===== config.mk =====
export PLATFORM = sky130hd
export DESIGN_NAME = masked_affine_pipe
export DESIGN_NICKNAME = d
export VERILOG_FILES = /design/src/rtl/masked_affine_pipe.sv
export SDC_FILE = /design/constraint.sdc
export NUM_CORES = 1
export LEC_CHECK = 0
export CAP_MARGIN = 25
export CORE_UTILIZATION = 30
export CTS_BUF_LIST = sky130_fd_sc_hd__clkbuf_8
export CTS_CLUSTER_DIAMETER = 80
export DETAILED_ROUTE_END_ITERATION = 6
export HOLD_SLACK_MARGIN = 0.02
export PLACE_DENSITY = 0.71
export SYNTH_ARGS = -nofsm -noshare
export SYNTH_HDL_FRONTEND = slang
export SYNTH_SLANG_ARGS = --single-unit
export TNS_END_PERCENT = 10

===== constraint.sdc =====
create_clock -name clk -period 2.8 [get_ports clk]
set_input_delay 0.56 -clock clk [delete_from_list [all_inputs] [get_ports clk]]
set_output_delay 0.56 -clock clk [all_outputs]
set_load 0.005 [all_outputs]

===== src/rtl/masked_affine_pipe.sv =====
// masked_affine_pipe: share-wise 4-bit affine map with optional remasking, followed by a
// valid/ready register pipeline that carries the mode along with the data.
module masked_affine_pipe #(
  parameter int SHARES = 2,
  parameter int NIBBLES = 1,
  parameter int PIPE = 1,
  parameter int REFRESH = 1,
  parameter logic [15:0] M0 = 16'h8421,
  parameter logic [3:0] C0 = 4'h0,
  parameter logic [15:0] M1 = 16'h8421,
  parameter logic [3:0] C1 = 4'hF
) (
  input  logic clk,
  input  logic rst_n,
  input  logic in_valid,
  output logic in_ready,
  input  logic in_mode,
  input  logic [SHARES*NIBBLES*4-1:0] in_data,
  input  logic [(SHARES-1)*NIBBLES*4-1:0] in_rnd,
  output logic out_valid,
  input  logic out_ready,
  output logic [SHARES*NIBBLES*4-1:0] out_data
);
  localparam int LW = NIBBLES*4;
  localparam int W = SHARES*LW;
  logic [PIPE-1:0] v, ok, pv;
  logic m [PIPE];
  logic pm [PIPE];
  logic [W-1:0] d [PIPE];
  logic [W-1:0] pd [PIPE];
  logic [W-1:0] aff, rs;
  logic [LW-1:0] rall;
  function automatic logic [3:0] mul(input logic [15:0] mat, input logic [3:0] x);
    logic [3:0] y;
    for (int i = 0; i < 4; i++) y[i] = ^(mat[4*i +: 4] & x);
    return y;
  endfunction
  // Share 0 absorbs the XOR of all fresh masks so the unshared value is unchanged.
  always_comb begin
    rall = '0;
    for (int s = 1; s < SHARES; s++) rall ^= in_rnd[(s-1)*LW +: LW];
    rs = {in_rnd, rall};
    aff = '0;
    for (int s = 0; s < SHARES; s++)
      for (int n = 0; n < NIBBLES; n++)
        aff[s*LW + n*4 +: 4] = mul(in_mode ? M1 : M0, in_data[s*LW + n*4 +: 4])
          ^ (s == 0 ? (in_mode ? C1 : C0) : 4'h0)
          ^ (REFRESH != 0 ? rs[s*LW + n*4 +: 4] : 4'h0);
  end
  // A stage may load when out_ready is high or any stage at or after it is empty.
  always_comb begin
    for (int k = 0; k < PIPE; k++)
      ok[k] = out_ready || ((v >> k) != ({PIPE{1'b1}} >> k));
    pv[0] = in_valid;
    pm[0] = in_mode;
    pd[0] = aff;
    for (int k = 1; k < PIPE; k++) begin
      pv[k] = v[k-1];
      pm[k] = m[k-1];
      pd[k] = d[k-1];
    end
  end
  always_ff @(posedge clk)
    if (!rst_n) begin
      v <= '0;
      for (int k = 0; k < PIPE; k++) begin
        m[k] <= 1'b0;
        d[k] <= '0;
      end
    end else
      for (int k = 0; k < PIPE; k++)
        if (ok[k]) begin
          v[k] <= pv[k];
          if (pv[k]) begin
            m[k] <= pm[k];
            d[k] <= pd[k];
          end
        end
  assign in_ready = ok[0];
  assign out_valid = v[PIPE-1];
  assign out_data = d[PIPE-1];
endmodule


==> flow_metrics.tcl <==
set metrics [dict create \
    clock-sinks 9 \
    clock_latency_ns 0.23 \
    synth_common_cells "edfxtp_1, nor3_1, xnor2_1, xnor3_1, inv_1" \
    drt-vias-per-instance 4.47 \
    gp_congestion 0.619 \
    period_share_pct 78.0 \
    pin_count 27 \
    holdPathStages 3 \
    place.port_buffers 26 \
    htreeDepth 1 \
    timing.slew.headroom_pct 81.4 \
    clock.fmax_ghz 0.458 \
    routed_wl_um 877 \
    cp.arrival_ns 1.62 \
    synth_top_area_share_pct 51.6 \
    leakage_nw 0.325 \
    peakVddDrop_uv 263 \
    antenna_found_initial 0 \
    hp-class "reg2reg" \
    status "finished, final reports clean" \
    cp.required_ns 2.24 \
    reg2regPathDepth 4 \
    finClkSkew_ns 0.000898 \
    synth_edf_count 8 \
    grt_pass1_vias 363 \
    drive_gt1_share_pct 9.52 \
    n_antenna_cell 0 \
    path_class "in2out" \
    core_mm2 0.00137 \
    synthesis.nets 49 \
    fin_util_pct 58.5 \
    grt_use_total_pct 14.4 \
    synth_cell_types 12 \
    die_y_um 41.4 \
    synth_most_common_cell "edfxtp_1" \
    holdWs_ns 0.819 \
    crit_path_end_kind "output port" \
    syn-instance-count 32 \
    fillCellCount 128 \
    cts_made_buffers 3 \
    post_cts_resized 0 \
    critPathLaunchType "input pin" \
    powerDensity_mw_per_mm2 490 \
    start_util_pct 34.1 \
    final_nets 81 \
    grt_pass1_wl_um 1460 \
    avgSynthCellArea_um2 14.5 \
    cts_setup_buffers 0 \
    seq_area_frac_synth_pct 55.9 \
    syn_to_final_growth_pct 71.8 \
    drtAntennaViolNets 0 \
    rows 13 \
    max_cap_viol_count 0 \
    grt-ovfl-total 0 \
    period_minus_slack_ns 2.18 \
    dr_total_vias 349 \
    tightest_slew_ns 0.279 \
    synthFlopType "edfxtp_1" \
    async_reset_ff_share_pct 0 \
    ys_ff_latch 9 \
    cts_hold_buf 0 \
    grt_max_degree 11 \
    firstDrtPassIters 3 \
    hold_violations 0 \
    path_clk_slew_ns 0.04 \
    tritoncts "yes" \
    power_uw 392 \
    slew_viol_final 0 \
    rsz0062_at_grt "no" \
    totalNegativeSetupSlack_ns 0 \
    drcViolationCount 0 \
    wire_per_inst_um 11.2 \
    yosys-top-cells-area "edfxtp_1, xnor3_1, nor3_1, xnor2_1, dfxtp_1" \
    cp_max_fo 2 \
    die_area_mm2 0.00171 \
    drtIter0Drc 12 \
    synth_area_um2 465 \
    die_x_um 41.4 \
    setup_viol 0 \
    synth_top_cell_by_area "edfxtp_1" \
    cts_root_buf "clkbuf_8" \
    ys_warn_count 0 \
    clk_path_buf_depth 2 \
]
==> layout by cell type, fill, tap and decap left out <==
cell              n
buf_4             2
clkbuf_8          3
clkdlybuf4s50_1  26
dfxtp_1           1
edfxtp_1          8
inv_1             3
nand2_1           1
nor2b_1           1
nor3_1            7
nor3_2            1
o21a_1            1
o21ai_0           1
xnor2_1           4
xnor3_1           4
==> worst max-delay path, stage by stage <==
cell and delay, ns:
clkdlybuf4s50_1 0.41, nor2b_1 0.17, inv_1 0.05, clkdlybuf4s50_1 0.43
==> per-stage QoR <==
step                area [um^2]  setup WS [ns]  instances
CTS                         800          0.610         78
floorplan                   465           1.02         32
detailed placement          754          0.636         74
global placement            754          0.642         74
finish                      800          0.615         78
global route                800          0.539         78
==> final timing paths <==
check / slack, ns / endpoint / startpoint
min reg2reg: 0.82 / out_valid / out_valid
max: 0.62 / in_ready / out_ready
min: 0.82 / out_valid / out_valid
max reg2reg: 1.54 / d[0][0] / out_valid
==> area by class of cell <==
class | count | area (um^2) | area share [%]
Inverter | 2 | 7.51 | 0.939
Multi-Input combinational cell | 20 | 193 | 24.1
Sequential cell | 9 | 260 | 32.6
Clock buffer | 3 | 41.3 | 5.16
Clock inverter | 1 | 3.75 | 0.469
Timing Repair Buffer | 28 | 275 | 34.4
Tap cell | 15 | 18.8 | 2.35
==> layer usage <==
layer | up-vias | GRT usage (%) | wire length [um]
met3 | 2 | 4.79 | 72
met1 | 150 | 14.7 | 321
met5 | - | 0 | 0
li1 | 180 | - | -
met4 | 0 | 12.1 | 17
met2 | 17 | 23.4 | 467
==> logic make-up (layout without fill, tap and decap cells) <==
group	count (synthesis)	count (layout)	synth area share (%)
buffers and inverters	3	34	2.69
and+or+nand+nor	10	10	11.8
xor gates and xnor gates	8	8	26.9
AOI/OAI and AO/OA	2	2	2.69
DFF	9	9	55.9
==> where the power goes <==
group          internal [mW]  switching [mW]  total [mW]
Clock                 0.0951          0.0483       0.143
Combinational         0.0607          0.0253      0.0860
Sequential             0.160         0.00305       0.163
==> registers in the layout, summed over array words and instances (netlist names) <==
name and cells:
d 8, out_valid 1
(Power assumes the default switching activity.)
